<file path="config.mk">
export PLATFORM = sky130hd
export DESIGN_NAME = period_meter
export DESIGN_NICKNAME = d
export VERILOG_FILES = /design/src/rtl/period_meter_pkg.sv /design/src/rtl/sync_edge.sv /design/src/rtl/period_meter.sv
export SDC_FILE = /design/constraint.sdc
export NUM_CORES = 1
export LEC_CHECK = 0
export BUFFER_PORTS_ARGS = -buffer_cell sky130_fd_sc_hd__buf_2
export CORE_MARGIN = 4
export CORE_UTILIZATION = 40
export DETAILED_ROUTE_END_ITERATION = 8
export PLACE_DENSITY = 0.59
export SETUP_SLACK_MARGIN = 0.2
export SLEW_MARGIN = 20
export SYNTH_ARGS = -nofsm -noshare
export SYNTH_HDL_FRONTEND = slang
export SYNTH_SLANG_ARGS = --single-unit
</file>
<file path="constraint.sdc">
create_clock -name clk -period 1.7 [get_ports clk]
set_clock_uncertainty 0.1 [all_clocks]
set_input_delay 0.17 -clock clk [delete_from_list [all_inputs] [get_ports clk]]
set_output_delay 0.17 -clock clk [all_outputs]
set_load 0.005 [all_outputs]
</file>
<file path="src/rtl/period_meter_pkg.sv">
// Shared types for the period meter: FSM state encoding.
package period_meter_pkg;

   typedef enum logic [0:0] {
      IDLE    = 1'b0,
      MEASURE = 1'b1
   } state_t;

endpackage

</file>
<file path="src/rtl/sync_edge.sv">
// Two-flop synchronizer plus rising-edge strobe for an asynchronous input.
module sync_edge (
   input  logic clk,
   input  logic rst,
   input  logic sig_in,
   output logic rise
);

   logic sync_p0, sync_p1, prev_p2;
   logic vld_p0, vld_p1;
   logic armed;

   always_ff @(posedge clk) begin
      if (rst) begin
         sync_p0 <= 1'b0;
         sync_p1 <= 1'b0;
         prev_p2 <= 1'b0;
         vld_p0  <= 1'b0;
         vld_p1  <= 1'b0;
         armed   <= 1'b0;
      end else begin
         // stage 0/1: metastability filter; stage 2: previous sample for edge detect
         sync_p0 <= sig_in;
         sync_p1 <= sync_p0;
         prev_p2 <= sync_p1;
         vld_p0  <= 1'b1;
         vld_p1  <= vld_p0;
         // Arm only after a genuinely synchronized low, so a level that is
         // already high at reset release never looks like an edge.
         if (vld_p1 && !sync_p1)
            armed <= 1'b1;
      end
   end

   assign rise = armed & sync_p1 & ~prev_p2;

endmodule

</file>
<file path="src/rtl/period_meter.sv">
// Measures the clk-cycle period between rising edges of sig_in and hands
// each result out on a valid/ready interface, flagging timeouts and drops.
module period_meter
   import period_meter_pkg::*;
#(
   parameter  int MAX_COUNT = 27_000_000,
   localparam int W         = $clog2(MAX_COUNT + 1)
) (
   input  logic         clk,
   input  logic         rst,
   input  logic         sig_in,
   output logic [W-1:0] period,
   output logic         period_valid,
   input  logic         period_ready,
   output logic         timeout,
   output logic         overrun,
   output logic         active
);

   localparam logic [W-1:0] MAX_CNT = W'(MAX_COUNT);

   state_t       state;
   logic [W-1:0] count;
   logic         rise;
   logic         meas_vld;

   // Counter never wraps: it pins at MAX_CNT even if the FSM were to stall there.
   function automatic logic [W-1:0] sat_inc(input logic [W-1:0] v);
      return (v >= MAX_CNT) ? MAX_CNT : v + W'(1);
   endfunction

   sync_edge u_sync_edge (
      .clk    (clk),
      .rst    (rst),
      .sig_in (sig_in),
      .rise   (rise)
   );

   assign meas_vld = rise && (state == MEASURE);
   assign active   = (state == MEASURE);

   always_ff @(posedge clk) begin
      if (rst) begin
         state        <= IDLE;
         count        <= '0;
         period       <= '0;
         period_valid <= 1'b0;
         timeout      <= 1'b0;
         overrun      <= 1'b0;
      end else begin
         timeout <= 1'b0;
         overrun <= 1'b0;

         case (state)
            IDLE: begin
               if (rise) begin
                  state <= MEASURE;
                  count <= W'(1);
               end else begin
                  count <= '0;
               end
            end
            MEASURE: begin
               // A rise on the MAX_CNT cycle is still a valid measurement.
               if (rise) begin
                  count <= W'(1);
               end else if (count == MAX_CNT) begin
                  state   <= IDLE;
                  count   <= '0;
                  timeout <= 1'b1;
               end else begin
                  count <= sat_inc(count);
               end
            end
         endcase

         // A result held under backpressure is never overwritten.
         if (meas_vld) begin
            if (!period_valid || period_ready) begin
               period       <= count;
               period_valid <= 1'b1;
            end else begin
               overrun <= 1'b1;
            end
         end else if (period_valid && period_ready) begin
            period_valid <= 1'b0;
         end
      end
   end

endmodule

</file>
Word-level counts from Yosys, hierarchy flattened
Index checks and enable logic that the tools add are counted.
- bitwise operators: 5
- equality and inequality tests: 2
- $lt $le $gt $ge: 1
- add/sub/neg operators: 1
- reduce and logical (&&, ||, !) cells: 11
- multiplexer cells: 15
- operators by type and width (cell ; count):
    25-bit 2-to-1 mux ; 3
    25-bit one-hot mux with 2 select lines ; 1
    25-bit by 1-bit adder with 25-bit output (second input constant) ; 1
    25-bit equality test (second input constant) ; 1
    25-bit greater-or-equal comparator (second input constant) ; 1
    1-bit 2-to-1 mux ; 10
    2-bit AND reduction ; 2
    1-bit logical AND ; 3
    1-bit NOT ; 3
    3-bit OR reduction ; 1
    1-bit bitwise AND ; 2
    1-bit logical NOT ; 2
    2-bit by 1-bit != test with 1-bit output (second input constant) ; 1
    1-bit one-hot mux with 2 select lines ; 1
    2-bit nonzero test ; 1
    2-bit OR reduction ; 1
    1-bit logical OR ; 1
- word-level logic and storage cells: 47
- bits in registers: 60
- output and inout bits: 29
- input port bits: 4

Longest topological paths before layout
Gate-level depths: netlist of run 1.
- depth in word-level cells: 5
- gate-level depth with buffers: 7
- depth with buffers taken out: 5

Modules after synthesis
A second synthesis of run 1 with hierarchy kept.
- cell total of the unflattened synthesis: 291
- area total of the unflattened synthesis: 2443.6 um2
- by module, submodules not included (module ; instances ; cells each ; area each (um2) ; sequential area each (um2)):
    period_meter ; 1 ; 276 ; 2263.4 ; 1081.0
    sync_edge ; 1 ; 15 ; 180.2 ; 120.1

Worst setup path after synthesis of run 1
OpenSTA, ideal clock, no wires.
- path kind: flip-flop to flip-flop
- start point: register count[0]
- end point: register count[22]
- data required time: 1526 ps
- buffers on the path: 1
- slack: -105 ps
- library setup time: 74 ps
- period minus slack after synthesis: 1805 ps
- stages on the path, launching flop included: 7
- data arrival time: 1631 ps
- cells stage by stage: dfxtp_1 -> ha_1 -> clkbuf_1 -> and4_1 -> nand4_4 -> or4_1 -> a21oi_1
- word-level cells in the longest chain between the ends: 5
- elaborated cells on any way between the ends: 7
- those cells by class: add/sub (1); order compare (1); eq/ne (1); mux (4)
- ends and longest elaborated chain (element ; RTL line ; source):
    from (decl) ; period_meter.sv:23 ; logic [W-1:0] count;
    from (signal assigned) ; period_meter.sv:72 ; count <= sat_inc(count);
    25-bit by 1-bit adder with 25-bit output or 25-bit greater-or-equal comparator (tied branches) ; period_meter.sv:29 ; return (v >= MAX_CNT) ? MAX_CNT : v + W'(1);
    25-bit 2-to-1 mux ; period_meter.sv:29 ;
    25-bit 2-to-1 mux (*) ; period_meter.sv:67 ; end else if (count == MAX_CNT) begin
    25-bit 2-to-1 mux (*) ; period_meter.sv:65 ; if (rise) begin
    25-bit one-hot mux with 2 select lines (*) ; period_meter.sv:54 ; case (state)
Every way passes the cells marked *; elsewhere a longest branch is shown, timed or not.
A chain may end at the register's enable or synchronous reset.

Worst setup path after layout of run 1
- start point: register count[0]
- end point: register count[24]
The elaborated chain is that of the path after synthesis.

==> impl_results.md, run 1 <==
- Post-synth cell types: 38
- Worst-path clk slew: 0.07 ns
- Rows: 28
- CP Class: flip-flop to flip-flop
- Setup violators final: 0
- Worst-margin pin slew: 0.351 ns
- Die width: 85.8 µm
- Ant diodes: 0
- Crit share post-route: 94.0%
- Max Cap Viol: 0
- Number of global-route vias before repair: 2068
- Area of the multi-input gates: 1250 µm²
- Power Total: 2.89 mW
- Drt wl/cell: 13.9 µm
- Peak VDD IR: 0.000442 V
- Setup TNS Final: 0 ns
- Leading area contributor after synthesis: dfxtp_1
- Async set-reset flop share out of synthesis: 0%
- DP HPWL: 3.93 mm
- Startpoint Class: flip-flop
- Met3 WL: 272 µm
- Crit. End Element: flip-flop
- Clock period minus final worst setup slack: 1.60 ns
- First-pass GRT wire length: 9.69 mm
- Initial DRC Count: 115
- Crit path arrival time: 1.77 ns
- Most common cell in the netlist: dfxtp_1
- FF/Latch Area: 1220 µm²
- CP required: 1.88 ns
- RSZ-0062 raised after global routing: yes
- Max Slew Vio Count: 0
- Syn-to-layout area delta: 40.9%
- Global Route Usage Sum: 16.5%
- Antenna violations before repair: 0
- Post-Route M1 WL: 2.88 mm
- Nets: 365
- CTS buffer count: 9
- Clock root buffer: clkbuf_8
- Remaining Overflow, GRT: 0
- Vias: 2248
- Top sig layer: met4
- Post-synthesis simple-gate area fraction: 26.0%
- Clock sinks: 60
- Clock Latency Late Sink: 0.34 ns
- Power per cell area: 848 nW/µm²
- Max Clock Freq: 626 MHz
- Setup crit start: count[0]
- Final wirelength: 6.11 mm
- Worst hold path type: input pin to flip-flop
- Largest family of logic cells by synthesized area: simple AND/OR/NAND/NOR gates
- Via density per instance: 5.12
- Final Wtd Congestion: 0.828
- CORE AREA: 5890 µm²
- Final hold vios: 0
- Synth Flop Type: dfxtp_1
- Synth Area in XOR/XNOR: 3.98%
- DR DRC count: 0
- Share of cells above drive strength 1: 36.5%
- CP max FO: 5
- Met2 wire len: 2.87 mm
- Drt first pass iters: 4
- Yosys warns: 0
- Port Buffers: 32
- IO Count: 33
- TritonCTS clock tree: built
- Status: complete, no violations
- Pin count of the biggest net entering global routing: 35
- Synth top area cells: dfxtp_1 50%, nand2_1 9.1%, a21oi_1 7.6%
- Rel. slew slack: 76.6%
- Post-Synth Adder-Cell Area: 1.03%
- Number of synthesized flops with an enable pin: 0
- Cells after synthesis: 280
- Initial Utilization: 41.2%
- Die Height: 85.8 µm
- HP Start: period_ready
- Static leakage: 1.37 nW
- Post-route ant nets: 0
- Die ar.: 7370 µm²
- Cell Area, Synth: 2420 µm²
- Synth Area in Compound Gates: 14.6%
- Max H-tree Level: 3
- FF-to-FF Start: count[0]
- FILL cells: 533
- CTS Buffer Depth: 2
- Mux cell area share after synthesis: 0%
- Top cell types by occurrence after synthesis: 60 x dfxtp_1, 59 x nand2_1, 37 x a21oi_1
- Post-synthesis net count: 286
- Register bit total from synthesis: 60
- Syn avg cell area: 8.65 µm²
- Sequential element share of the synthesized area: 49.6%
- Top cell type's share of synthesized area: 49.6%
## state kept, by name, indices dropped and copies added (netlist names)
name                 count
timeout                  1
active                   1
u_sync_edge.vld_p0       1
count                   25
overrun                  1
period                  25
period_valid             1
u_sync_edge.armed        1
u_sync_edge.vld_p1       1
u_sync_edge.sync_p0      1
u_sync_edge.prev_p2      1
u_sync_edge.sync_p1      1
## area by class of cell
| type | count | area share [%] |
|---|---|---|
| clock buffers | 10 | 4.03 |
| clock inverters | 6 | 2.57 |
| inverters | 8 | 0.880 |
| multi-input cells | 198 | 36.6 |
| flip-flops and latches | 60 | 35.8 |
| well taps | 75 | 2.75 |
| repair buffers | 82 | 17.4 |
## final timing paths
path / end / slack (ns) / cells after the start
max: count[24] / 0.10 / 5
min: overrun / 0.07 / 3
max reg2reg: count[24] / 0.10 / 5
min reg2reg: u_sync_edge.vld_p1 / 0.34 / 1
## logic make-up after synthesis
| logic type | Yosys count |
|---|---|
| AO/OA/AOI/OAI | 62 |
| buffers and inverters | 24 |
| adder cells (fa/ha/maj) | 2 |
| flip-flops | 60 |
| XOR/XNOR | 11 |
| AND/OR/NAND/NOR | 121 |
## through the flow
| stage | hold slack, ns | cells | utilization, % | instance area, µm² | setup WS [ns] |
|---|---|---|---|---|---|
| final | 0.0738 | 439 | 58.0 | 3410 | 0.102 |
| after global routing | 0.0771 | 439 | 58.0 | 3410 | 0.0501 |
| after CTS | 0.0520 | 433 | 55.7 | 3280 | 0.103 |
| after detailed placement | 0.272 | 406 | 49.4 | 2910 | 0.0127 |
| after global placement | 0.268 | 406 | 49.4 | 2910 | 0.0109 |
| after floorplan | 0.198 | 280 | - | 2460 | 0.0405 |
## repair_timing
item                                    4_1_cts  5_1_grt
pin swaps                                     6        6
hold endpoints to repair                      2        0
endpoints found under the setup margin       25       36
gates cloned                                  1        1
buffers inserted                              8        5
hold buffers                                  2        0
resized for setup                            15       20
## routing by layer
metal	vias up	GRT usage [%]
met3	7	4.03
met5	-	0
met1	1057	21.3
li1	1140	-
met4	0	5.18
met2	44	27.0
## placed cells by master, fill, tap and decap left out, types with 2 or more instances in the layout
| cell | count |
|---|---|
| or3_1 | 7 |
| o21ai_0 | 8 |
| dfxtp_4 | 2 |
| nand2_1 | 59 |
| xnor2_1 | 2 |
| buf_2 | 32 |
| and3_4 | 2 |
| and4_4 | 4 |
| bufinv_16 | 2 |
| or4_1 | 3 |
| dfxtp_1 | 47 |
| nand3_1 | 7 |
| dlygate4sd3_1 | 2 |
| clkbuf_8 | 10 |
| o31ai_1 | 3 |
| clkinvlp_4 | 3 |
| buf_4 | 41 |
| and3_1 | 3 |
| nand2b_1 | 2 |
| a21oi_1 | 36 |
| dfxtp_2 | 11 |
| xor2_1 | 9 |
| nor2_1 | 10 |
| buf_6 | 4 |
| a31oi_1 | 7 |
| nor3_1 | 2 |
| nand4_1 | 6 |
| inv_1 | 8 |
| buf_12 | 3 |
| nand4_4 | 3 |
| nor2b_1 | 3 |
## power breakdown
part | leakage, nW | switching [mW] | internal (mW)
Clock | 0.105 | 0.581 | 0.862
Combinational | 0.777 | 0.0218 | 0.0154
Sequential | 0.492 | 0.00415 | 1.41
## critical path, cell delays in order (launching register included)
cell and delay, ns:
dfxtp_4 0.37, ha_4 0.13, and4_4 0.22, nand4_4 0.12, or4_4 0.45, a21oi_2 0.14
No activity file was read; power rests on OpenSTA's default activity.
==> run 2: changes to the inputs <==
--- a/config.mk
+++ b/config.mk
@@ -5,6 +5,7 @@
 export SDC_FILE = /design/constraint.sdc
 export NUM_CORES = 1
 export LEC_CHECK = 0
+export ABC_AREA = 1
 export BUFFER_PORTS_ARGS = -buffer_cell sky130_fd_sc_hd__buf_2
 export CORE_MARGIN = 4
 export CORE_UTILIZATION = 40
==> run 2 against run 1 <==
Against the previous run: clock power decreased by 22%; sequential power about the same; first-iteration DRC count increased by 58%; register-to-register slack about the same; maximum frequency increased by 0.12%; largest power group is now sequential cells; highest routed layer unchanged; count of clock-buffer cells in the layout increased by 1; utilization decreased by 2.3 points; non-clock buffer count decreased by 24; sequential share of layout area decreased by 0.95 points; flip-flop and latch count unchanged; final area increased by 4.8%; combinational power increased by 24%.
==> impl_results.md, run 2 <==
- Status: complete, no violations
- DP HPWL: 4.92 mm
- Setup slack after layout: 0.103 ns
- CORE AREA: 6420 µm²
- Post-route ant nets: 0
- Reg-to-Reg End: count[4]
- Post-synthesis net count: 391
- TritonCTS clock tree: built
- Post-synthesis simple-gate area fraction: 29.6%
- Peak VDD IR: 0.000481 V
- Post-route cell area: 3580 µm²
- Setup violators final: 0
- CP dominant cell by count: nor2_1
- Rows: 29
- Post-synth cell types: 23
- Crit. End Element: flip-flop
- Vias: 2533
- Via density per instance: 4.79
- Global Route Usage Sum: 17.5%
- IO Count: 33
- Dpl ws: -0.0465 ns
- Cell Area, Synth: 2690 µm²
- Pin count of the biggest net entering global routing: 27
- CP delay by family, top: simple AND/OR/NAND/NOR gates
- Placed insts: 501
- CP max stage cell: dfxtp_4
- Synth Area in XOR/XNOR: 5.21%
- Mux cell area share after synthesis: 0%
- Met2 usage: 28.8%
- Drt first pass iters: 4
- Power per cell area: 718 nW/µm²
- GR met3 Demand/Resource: 4.51%
- First-pass GRT wire length: 11.3 mm
- CP Class: flip-flop to flip-flop
- Initial DRC Count: 182
- Most common cell in the netlist: nor2_1
- Post-Synth Adder-Cell Area: 0.931%
- Startpoint Class: flip-flop
- CP max FO: 5
- Nets: 453
- Remaining Overflow, GRT: 0
- Max Slew Vio Count: 0
- Final wirelength: 6.94 mm
- Number of synthesized flops with an enable pin: 0
- Max H-tree Level: 3
- Cells after synthesis: 385
- Clock root buffer: clkbuf_8
- CTS buffer count: 9
- Commonest cells after routing, fill and taps aside: 61 x nand2_1, 54 x nor2_1, 47 x inv_1
- Crit share post-route: 93.9%
- Hold Path Cell Cnt: 2
- Largest family of logic cells by synthesized area: simple AND/OR/NAND/NOR gates
- Share of cells above drive strength 1: 35.4%
- Clock period minus final worst setup slack: 1.60 ns
- Rel. slew slack: 79.0%
- Max Cap Viol: 0
- Crit path largest cell delay: 0.37 ns
- Worst-margin pin slew: 0.314 ns
- Buffers and inverters on the worst path: 2
- FF/Latch Area: 1250 µm²
- Synth top area cells: dfxtp_1 45%, nor2_1 12%, nand2_1 9.5%
- Drt wl/cell: 13.1 µm
- Final core utilization: 55.7%
- Commonest non-fill, non-tap cell in the layout: nand2_1
- FILL cells: 617
- Die width: 90.0 µm
- Flop-to-flop setup slack: 0.10 ns
- Leading area contributor after synthesis: dfxtp_1
- Async set-reset flop share out of synthesis: 0%
- Clock Latency Late Sink: 0.34 ns
- HP Start: rst
- DP Area: 3030 µm²
- Clock sinks: 60
- CTS Buffer Depth: 2
- Yosys warns: 0
- Top cell type's share of synthesized area: 44.7%
- Power Total: 2.57 mW
- Met1 Usage GRT: 22.6%
- RSZ-0062 raised after global routing: yes
- Setup TNS Final: 0 ns
- Worst-path clk slew: 0.07 ns
- WHS: 0.00899 ns
- Die Height: 90.0 µm
- End of the worst hold path: u_sync_edge.armed
- Antenna violations before repair: 0
- Max Clock Freq: 626 MHz
- Syn avg cell area: 6.98 µm²
- Number of global-route vias before repair: 2394
- Die ar.: 8090 µm²
- Synth Flop Type: dfxtp_1
- Final Wtd Congestion: 0.939
- Non-filler cells in the finished layout: 529
- Register bit total from synthesis: 60
- Static leakage: 1.50 nW
- Crit path arrival time: 1.74 ns
- Path depth of the worst reg2reg path: 10
- Top Usage Layer GRT: met2
- Final hold vios: 0
- Biggest regs: count (25), period (25)
- Syn-to-layout area delta: 33.1%
- Ant diodes: 0
- FF-to-FF Start: count[0]
- Top cell types by occurrence after synthesis: 84 x nor2_1, 68 x nand2_1, 60 x dfxtp_1
- Area of the multi-input gates: 1470 µm²
- Sequential element share of the synthesized area: 44.7%
- Initial Utilization: 41.8%
- Synth Area in Compound Gates: 10.8%
- Crit-path cells: inv_4 -> ha_4 -> inv_2 -> nor2_1 -> nand2_1 -> nor2_2 -> nand3_2 -> nor2b_4 -> nand2_4 -> nor2_1
- Path length in cells of the critical path: 10
- DR DRC count: 0
- Port Buffers: 32
- Worst hold path type: input pin to flip-flop
- CP required: 1.84 ns
run 2: cell count changes in the layout (fill, tap and decap cells not counted), moves of 9 or more:
cell | before | now
buf_4 | 41 | 19
dfxtp_1 | 47 | 37
nor2_1 | 10 | 54
nor2_2 | 0 | 27
nor2_4 | 0 | 9
inv_1 | 8 | 47
o21ai_0 | 8 | 27
nand2_2 | 0 | 9
run 2: how the worst max path moves through the flow:
stage              from         to  slack, ns
4_1_cts        count[0]  count[21]       0.17
5_1_grt        count[0]   count[7]       0.05
2_1_floorplan  count[0]  count[10]       0.25
6_report       count[0]   count[4]       0.10
3_3_place_gp   count[0]  count[22]     -0.007
3_5_place_dp   count[0]  count[21]      -0.05
run 2: per-layer routing:
metal  vias up  share of wire, %
met2        48                47
met5         -                 0
li1       1320                 -
met3        14               5.0
met4         0               1.6
met1      1151                46
run 2: kinds of logic after synthesis:
group                      after synthesis
AOI/OAI and AO/OA                       57
xor gates and xnor gates                16
adders and majority gates                2
buffers and inverters                   61
DFF                                     60
and+or+nand+nor                        189
run 2: cell type report:
| cell class | instances | area share (%) |
|---|---|---|
| Multi-Input combinational cell | 265 | 41.0 |
| Sequential cell | 60 | 34.9 |
| Timing Repair Buffer | 58 | 11.1 |
| Inverter | 53 | 5.63 |
| Clock buffer | 11 | 3.95 |
| Tap cell | 77 | 2.69 |
| Clock inverter | 5 | 0.769 |
run 2: report_power, final:
| part | switching, mW | internal (mW) | total (mW) | leakage (nW) |
|---|---|---|---|---|
| Sequential | 0.00427 | 1.40 | 1.41 | 0.498 |
| Combinational | 0.0287 | 0.0174 | 0.0460 | 0.910 |
| Clock | 0.558 | 0.558 | 1.12 | 0.0889 |
| Total | 0.591 | 1.98 | 2.57 | 1.50 |
run 2: timing repair:
action,in CTS,in global routing
endpoints found under the setup margin,24,26
hold buffers,1,0
gates resized for setup,31,72
setup buffers,2,7
pin swaps,8,24
hold endpoints to repair,1,0
cloned,2,0
